===== src/rtl/button_pkg.sv =====
// Shared constants, types and packed-BCD helpers
// for the button-driven 4-digit counter.
package button_pkg;

  localparam int NUM_DIGITS = 4;
  localparam int DIGIT_W    = 4;
  localparam int VALUE_W    = NUM_DIGITS * DIGIT_W;

  localparam logic [DIGIT_W-1:0] BCD_MAX = 4'd9;
  localparam logic [DIGIT_W-1:0] BCD_MIN = 4'd0;

  typedef logic [VALUE_W-1:0] bcd_t;

  typedef struct packed {
    logic up;
    logic down;
    logic clr;
  } btn_ev_t;

  // Next packed-BCD value counting up; 9999 wraps to 0000.
  function automatic bcd_t bcd_inc16(input bcd_t v);
    bcd_t r;
    logic c;
    r = v;
    c = 1'b1;
    for (int i = 0; i < NUM_DIGITS; i++) begin
      if (c) begin
        if (v[i*DIGIT_W +: DIGIT_W] == BCD_MAX) begin
          r[i*DIGIT_W +: DIGIT_W] = BCD_MIN;
        end else begin
          r[i*DIGIT_W +: DIGIT_W] =
            v[i*DIGIT_W +: DIGIT_W] + 4'd1;
          c = 1'b0;
        end
      end
    end
    return r;
  endfunction

  // Next packed-BCD value counting down; 0000 wraps to 9999.
  function automatic bcd_t bcd_dec16(input bcd_t v);
    bcd_t r;
    logic b;
    r = v;
    b = 1'b1;
    for (int i = 0; i < NUM_DIGITS; i++) begin
      if (b) begin
        if (v[i*DIGIT_W +: DIGIT_W] == BCD_MIN) begin
          r[i*DIGIT_W +: DIGIT_W] = BCD_MAX;
        end else begin
          r[i*DIGIT_W +: DIGIT_W] =
            v[i*DIGIT_W +: DIGIT_W] - 4'd1;
          b = 1'b0;
        end
      end
    end
    return r;
  endfunction

endpackage


===== src/rtl/button_bcd_counter_debounce.sv =====
// Per-button 2-flop synchroniser, counting debouncer
// and rising-edge event detect.
module debounce #(
  parameter int DEB_MAX = 50000
) (
  input  logic i_clk,
  input  logic i_rst_n,
  input  logic i_btn,
  output logic o_event
);

  localparam int CW = $clog2(DEB_MAX + 1);
  localparam logic [CW-1:0] CNT_LAST = CW'(DEB_MAX - 1);

  logic          meta;
  logic          sync;
  logic          s;
  logic          s_d;
  logic [CW-1:0] cnt;

  // Bring the asynchronous button into the clock domain.
  always_ff @(posedge i_clk or negedge i_rst_n) begin
    if (!i_rst_n) begin
      meta <= 1'b0;
      sync <= 1'b0;
    end else begin
      meta <= i_btn;
      sync <= meta;
    end
  end

  // Accept a new level only after DEB_MAX differing cycles.
  always_ff @(posedge i_clk or negedge i_rst_n) begin
    if (!i_rst_n) begin
      s   <= 1'b0;
      cnt <= '0;
    end else if (sync == s) begin
      cnt <= '0;
    end else if (cnt == CNT_LAST) begin
      s   <= sync;
      cnt <= '0;
    end else begin
      cnt <= cnt + 1'b1;
    end
  end

  // Delayed copy of the stable level for edge detect.
  always_ff @(posedge i_clk or negedge i_rst_n) begin
    if (!i_rst_n) begin
      s_d <= 1'b0;
    end else begin
      s_d <= s;
    end
  end

  assign o_event = s & ~s_d;

endmodule


===== src/rtl/button_bcd_counter.sv =====
// Three debounced buttons driving a 4-digit
// packed-BCD up/down/clear counter.
module button_bcd_counter
  import button_pkg::*;
#(
  parameter int DEB_MAX = 50000
) (
  input  logic               i_clk,
  input  logic               i_rst_n,
  input  logic               i_btn_up,
  input  logic               i_btn_down,
  input  logic               i_btn_clr,
  output logic [VALUE_W-1:0] o_value,
  output logic               o_press
);

  logic    ev_up;
  logic    ev_down;
  logic    ev_clr;
  btn_ev_t ev;
  logic    do_clr;
  logic    do_inc;
  logic    do_dec;

  debounce #(.DEB_MAX(DEB_MAX)) u_deb_up (
    .i_clk   (i_clk),
    .i_rst_n (i_rst_n),
    .i_btn   (i_btn_up),
    .o_event (ev_up)
  );

  debounce #(.DEB_MAX(DEB_MAX)) u_deb_down (
    .i_clk   (i_clk),
    .i_rst_n (i_rst_n),
    .i_btn   (i_btn_down),
    .o_event (ev_down)
  );

  debounce #(.DEB_MAX(DEB_MAX)) u_deb_clr (
    .i_clk   (i_clk),
    .i_rst_n (i_rst_n),
    .i_btn   (i_btn_clr),
    .o_event (ev_clr)
  );

  assign ev.up   = ev_up;
  assign ev.down = ev_down;
  assign ev.clr  = ev_clr;

  // Clear wins; simultaneous up and down cancel out.
  assign do_clr = ev.clr;
  assign do_inc = ev.up & ~ev.down & ~ev.clr;
  assign do_dec = ev.down & ~ev.up & ~ev.clr;

  // BCD register and one-cycle press strobe.
  always_ff @(posedge i_clk or negedge i_rst_n) begin
    if (!i_rst_n) begin
      o_value <= '0;
      o_press <= 1'b0;
    end else begin
      unique case (1'b1)
        do_clr: begin
          o_value <= '0;
          o_press <= 1'b1;
        end
        do_inc: begin
          o_value <= bcd_inc16(o_value);
          o_press <= 1'b1;
        end
        do_dec: begin
          o_value <= bcd_dec16(o_value);
          o_press <= 1'b1;
        end
        default: begin
          o_press <= 1'b0;
        end
      endcase
    end
  end

endmodule


===== config.mk =====
export PLATFORM = sky130hd
export DESIGN_NAME = button_bcd_counter
export DESIGN_NICKNAME = d
export VERILOG_FILES = /design/src/rtl/button_pkg.sv /design/src/rtl/button_bcd_counter_debounce.sv /design/src/rtl/button_bcd_counter.sv
export SDC_FILE = /design/constraint.sdc
export NUM_CORES = 1
export LEC_CHECK = 0
export CAP_MARGIN = 20
export CORE_MARGIN = 5
export CORE_UTILIZATION = 25
export CTS_CLUSTER_SIZE = 28
export DETAILED_ROUTE_END_ITERATION = 12
export PLACE_DENSITY = 0.5
export SLEW_MARGIN = 20
export SYNTH_ARGS = -nofsm -noshare
export SYNTH_HDL_FRONTEND = slang
export SYNTH_HIERARCHICAL = 1
export SYNTH_SLANG_ARGS = --single-unit

===== constraint.sdc =====
create_clock -name i_clk -period 2.4 [get_ports i_clk]
set_input_delay 0.24 -clock i_clk [delete_from_list [all_inputs] [get_ports i_clk]]
set_output_delay 0.24 -clock i_clk [all_outputs]
set_load 0.03 [all_outputs]

# After elaboration in Yosys (flattened, before gate mapping)
# Cells that the tools add are included.
[op_classes]
addsub = 11
n_reduce_logical = 12
n_eq_ne = 16
n_mux = 38
bitwise = 16
[op_table]
columns = ["operator", "count"]
rows = [
  ["16-bit two-way mux", 6],
  ["4-bit two-way mux", 14],
  ["16-bit by 1-bit adder with 16-bit output (second input constant)", 3],
  ["16-bit equality test (second input constant)", 3],
  ["16-bit case mux with 3 select lines", 1],
  ["1-bit two-way mux", 17],
  ["4-bit by 1-bit adder with 4-bit output (second input constant)", 4],
  ["4-bit equality test (second input constant)", 4],
  ["4-bit zero test", 4],
  ["4-bit by 1-bit subtractor with 4-bit output (second input constant)", 4],
  ["2-bit by 1-bit inequality test with 1-bit output (second input constant)", 6],
  ["1-bit inverter", 9],
  ["3-bit AND reduction", 3],
  ["1-bit AND", 7],
  ["2-bit AND reduction", 3],
  ["1-bit equality test", 3],
  ["3-bit nonzero test", 1],
  ["3-bit OR reduction", 1],
]
[totals]
input_bits = 5
output_inout_bits = 17
word_cells = 113
regBits = 77

# Longest topological paths before layout
[depth]
word_depth = 12
ltp_mapped = 7
ltp_nobuf = 7

# Modules after synthesis
# The synthesis kept the hierarchy.
[modules_own_cells]
columns = ["mod", "area_per_inst_um2", "seq_area_each_um2", "cells_per_inst", "instances"]
rows = [
  ["debounce", 942.2, 500.5, 88, 3],
  ["button_bcd_counter", 1461.4, 425.4, 165, 1],
]

# Least setup slack after synthesis
# OpenSTA, ideal clock, no wires.
[synth_path]
path_type = "register to register"
startpoint = "register o_value[4]"
endpoint = "register o_value[13]"
arrival_time_ns = 1.936
required_ns = 2.270
setup_ns = 0.130
n_path_buf = 0
path_stages_with_launch = 8
period_less_slack_ns = 2.066
path_slack_ns = 0.334
path_cell_list = "dfrtp_1 > inv_1 > ha_1 > or3b_4 > a22oi_4 > nand4_2 > a221oi_1 > a21oi_1"
[synth_via]
elab_chain_len = 8
elab_cells_between_ends = 15
cone_classes = "eq/ne (3); mux (10); reduce/logical (2)"
[synth_lines]
columns = ["element", "line_no", "source"]
rows = [
  ["from (decl)", "button_bcd_counter.sv:13", "output logic [VALUE_W-1:0] o_value,"],
  ["from (signal assigned)", "button_bcd_counter.sv:67", "o_value <= bcd_inc16(o_value);"],
  ["from (signal assigned)", "button_bcd_counter.sv:71", "o_value <= bcd_dec16(o_value);"],
  ["4-bit equality test or 4-bit zero test (tied branches)", "button_pkg.sv:28, button_pkg.sv:48", ""],
  ["1-bit two-way mux, on equally long branches", "button_pkg.sv:28, button_pkg.sv:48", ""],
  ["1-bit two-way mux, on equally long branches", "button_pkg.sv:27, button_pkg.sv:47", ""],
  ["1-bit two-way mux", "button_bcd_counter.sv:61", "unique case (1'b1)"],
  ["1-bit two-way mux, on equally long branches", "button_pkg.sv:27, button_pkg.sv:47", ""],
  ["1-bit two-way mux", "button_bcd_counter.sv:61", ""],
  ["2-bit by 1-bit inequality test with 1-bit output (no source line)", "n/a", ""],
  ["3-bit AND reduction (no source line) *", "n/a", ""],
]
# Mark *: on every way between the ends. The rest lies on a longest branch, timed or not. The select of a mux whose other input is x is not followed.
# A chain may end at the register's enable or synchronous reset.

# Worst setup path in the final report
[layout_path]
startpoint = "register u_deb_clr.s"
endpoint = "register o_value[7]"
[layout_via]
elab_chain_len = 5
elab_cells_between_ends = 9
cone_classes = "eq/ne (2); mux (1); bitwise (4); reduce/logical (2)"
[layout_lines]
columns = ["element", "line_no", "source"]
rows = [
  ["from (decl)", "button_bcd_counter_debounce.sv:17", "logic s;"],
  ["from (signal assigned)", "button_bcd_counter_debounce.sv:40", "s <= sync;"],
  ["1-bit AND *", "button_bcd_counter_debounce.sv:56", "assign o_event = s & ~s_d;"],
  ["via do_clr", "button_bcd_counter.sv:21", "logic do_clr;"],
  ["1-bit inverter", "button_bcd_counter.sv:52, button_bcd_counter.sv:53", ""],
  ["1-bit AND, on equally long branches", "button_bcd_counter.sv:53, button_bcd_counter.sv:52", ""],
  ["2-bit by 1-bit inequality test with 1-bit output (no source line) or 3-bit nonzero test (tied branches)", "n/a", ""],
  ["3-bit AND reduction (no source line)", "n/a", ""],
]
# Mark *: on every way through the listed nets, which the timed path passes. The rest lies on a longest branch.

==> results.py <==
metrics = {
    "outcome": {
        "status": "complete, no violations",
    },
    "synth": {
        "synth-seq-cells": 77,
        "synth_area_per_cell_um2": 10.0,
        "async_flop_share": 1.00,
        "ys.flop_type": "dfrtp_1",
        "synth-seq-area-share": 0.449,
        "synth_fp_nets": 452,
        "postSynthCellCount": 429,
        "synth_edf_count": 0,
        "synthesis.yosys.warnings": 6,
        "synth_cell_type_count": 60,
        "synth_area_um2": 4290,
    },
    "setup_path": {
        "required_ns": 2.63,
        "critPathLaunchType": "flip-flop",
        "startpoint": "u_deb_clr/s$_DFFE_PN0P_",
        "path_max_fanout": 11,
        "r2r_start": "u_deb_clr/s$_DFFE_PN0P_",
        "cp.arrival_ns": 2.41,
        "end_kind": "flip-flop",
        "worst-setup-path-type": "reg -> reg",
    },
    "sta": {
        "relSlewSlack": 0.602,
        "finalCritPeriodShare": 0.912,
        "fin_skew_ns": 0.00665,
        "setup_violations": 0,
        "worst_pin_slew_ns": 0.597,
        "hold_viol": 0,
        "timing.fmax_mhz": 457,
        "slew_viol_final": 0,
        "tns_ns": 0,
        "grt_setup_unrepaired": "no",
        "period_minus_slack_ns": 2.19,
    },
    "power_and_ir_drop": {
        "p_leak_nw": 2.04,
        "ir_worst_vdd_v": 0.000319,
        "pwr_density_cell_nw_per_um2": 567,
    },
    "floorplanning": {
        "io_pins": 22,
        "row_count": 47,
        "die_x_um": 141,
        "dieArea_um2": 19900,
        "initial_core_util": 0.257,
        "core_um2": 16700,
        "die_y_um": 141,
    },
    "place": {
        "dpl.hpwl_um": 6310,
        "place_area_um2": 4760,
        "port_buffers": 21,
        "finalWeightedCongestion": 0.799,
        "dp_cells": 668,
    },
    "detailed_routing": {
        "wl_per_cell_um": 13.4,
        "dr.first_iter.drc_count": 139,
        "routed_via_density": 4.73,
        "finalWirelength_um": 9150,
        "drtPass1Iterations": 5,
        "vias": 3238,
        "drc": 0,
        "ant_nets": 0,
    },
    "layout": {
        "num-nets-final": 483,
        "post-route-util": 0.304,
        "num_antenna_cells": 0,
        "layout_common_cells": "dfrtp_1 (77), nor2_1 (62), nand2_1 (23)",
        "final_cells": 685,
        "synthToLayoutAreaGrowth_pct": 18.6,
        "drive_gt1_frac": 0.105,
        "final_area_um2": 5080,
        "final_common_cell": "dfrtp_1",
    },
    "clock_network": {
        "cts_tree": "yes",
        "cts_setup_buffers": 0,
        "numCtsBuffers": 9,
        "clock-root-buffer": "clkbuf_16",
        "ctsResizeCount": 0,
        "htree_levels": 3,
        "clockBufferDepth": 2,
        "cts_sinks": 77,
        "path_clk_slew_ns": 0.06,
        "clock_latency_ns": 0.34,
    },
    "grt": {
        "grt-ovfl-total": 0,
        "grt_pass1_vias": 3276,
        "grt_max_degree": 44,
        "antenna_found_initial": 0,
        "grt_pass1_wl_um": 15800,
        "gr-usage-all-layers": 0.0967,
    },
    "hold_path": {
        "min_from": "i_btn_up",
        "hold_class": "in -> reg",
    },
    "flow_run": {
        "cap_violations": 0,
    },
}
state kept, by name (all words and copies together) (netlist names), 16 cells and up:
register and count:
o_value 16, u_deb_clr/cnt 16, u_deb_down/cnt 16, u_deb_up/cnt 16
area by class of cell:
type,instances,area (um2)
Timing Repair Buffer,30,290
Inverter,17,63.8
Clock inverter,5,85.1
Fill cell,1764,11600
Clock buffer,11,233
Tap cell,220,275
Sequential cell,77,1930
Multi-Input combinational cell,325,2210
cells in the mapped netlist, types with 4 or more instances:
library cell	count	share of area
a31oi_1	7	0.010
inv_1	17	0.015
xnor2_1	21	0.043
nor2_1	62	0.054
ha_1	18	0.053
o21ai_0	12	0.014
xor2_1	22	0.045
nand3_1	22	0.026
buf_6	6	0.016
nand2_1	23	0.020
or3_1	4	0.0058
nor4_1	6	0.0088
nand4_1	19	0.028
and3_1	4	0.0058
a21oi_1	14	0.016
o31ai_1	7	0.012
nor2b_1	5	0.0073
nor3_1	8	0.0093
dfrtp_1	77	0.45
critical path: stages (launching register included):
cell	delay, ns
dfrtp_1	0.42
nor2b_1	0.33
nor3b_2	0.09
buf_4	0.19
and2_1	0.20
nor3_4	0.35
o21ai_1	0.15
o32a_1	0.35
report_power, final:
| part | switching [mW] | total [mW] | internal (mW) |
|---|---|---|---|
| Sequential | 0.0190 | 1.33 | 1.32 |
| Clock | 0.558 | 1.47 | 0.915 |
| Combinational | 0.0493 | 0.0739 | 0.0245 |
metrics by stage:
stage	worst slack [ns]	hold slack, ns	total power, mW
after floorplan	0.334	-0.0556	1.39
after global placement	0.313	0.282	1.43
after detailed placement	0.186	0.288	1.43
after CTS	0.175	0.324	2.94
after global routing	0.0385	0.319	3.01
final	0.210	0.338	2.88
worst paths after layout:
path / end / slack, ns / cells after the start
min: u_deb_up/meta$_DFF_PN0_ / 0.34 / 1
max: o_value[7]$_DFFE_PN0P_ / 0.21 / 7
min reg2reg: u_deb_down/sync$_DFF_PN0_ / 0.35 / 0
min in group asynchronous: u_deb_up/cnt[12]$_DFF_PN0_ / 0.46 / 2
max in group asynchronous: u_deb_clr/cnt[11]$_DFF_PN0_ / 1.35 / 3
max reg2reg: o_value[7]$_DFFE_PN0P_ / 0.21 / 7
cells by family (layout without fill, tap and decap cells):
logic type / count (synthesis) / count (layout) / share of synthesized area
adder cells (fa/ha/maj): 18 / 18 / 0.0525
XOR/XNOR: 43 / 43 / 0.0878
multiplexers: 3 / 3 / 0.0105
AO/OA/AOI/OAI: 66 / 66 / 0.106
AND/OR/NAND/NOR: 195 / 195 / 0.259
flip-flops: 77 / 77 / 0.449
buffers and inverters: 27 / 63 / 0.0350
metal layers:
layer	track usage	wire length [um]
met5	0	0
met4	0.0337	183
met3	0.0359	388
met2	0.155	4320
met1	0.120	4260
timing repair:
| item | in CTS | in global routing |
|---|---|---|
| hold endpoints to repair | 42 | 0 |
| setup endpoints to repair | 0 | 0 |
| hold buffers | 1 | 0 |
Note: power is estimated with default switching activity, not from simulation.
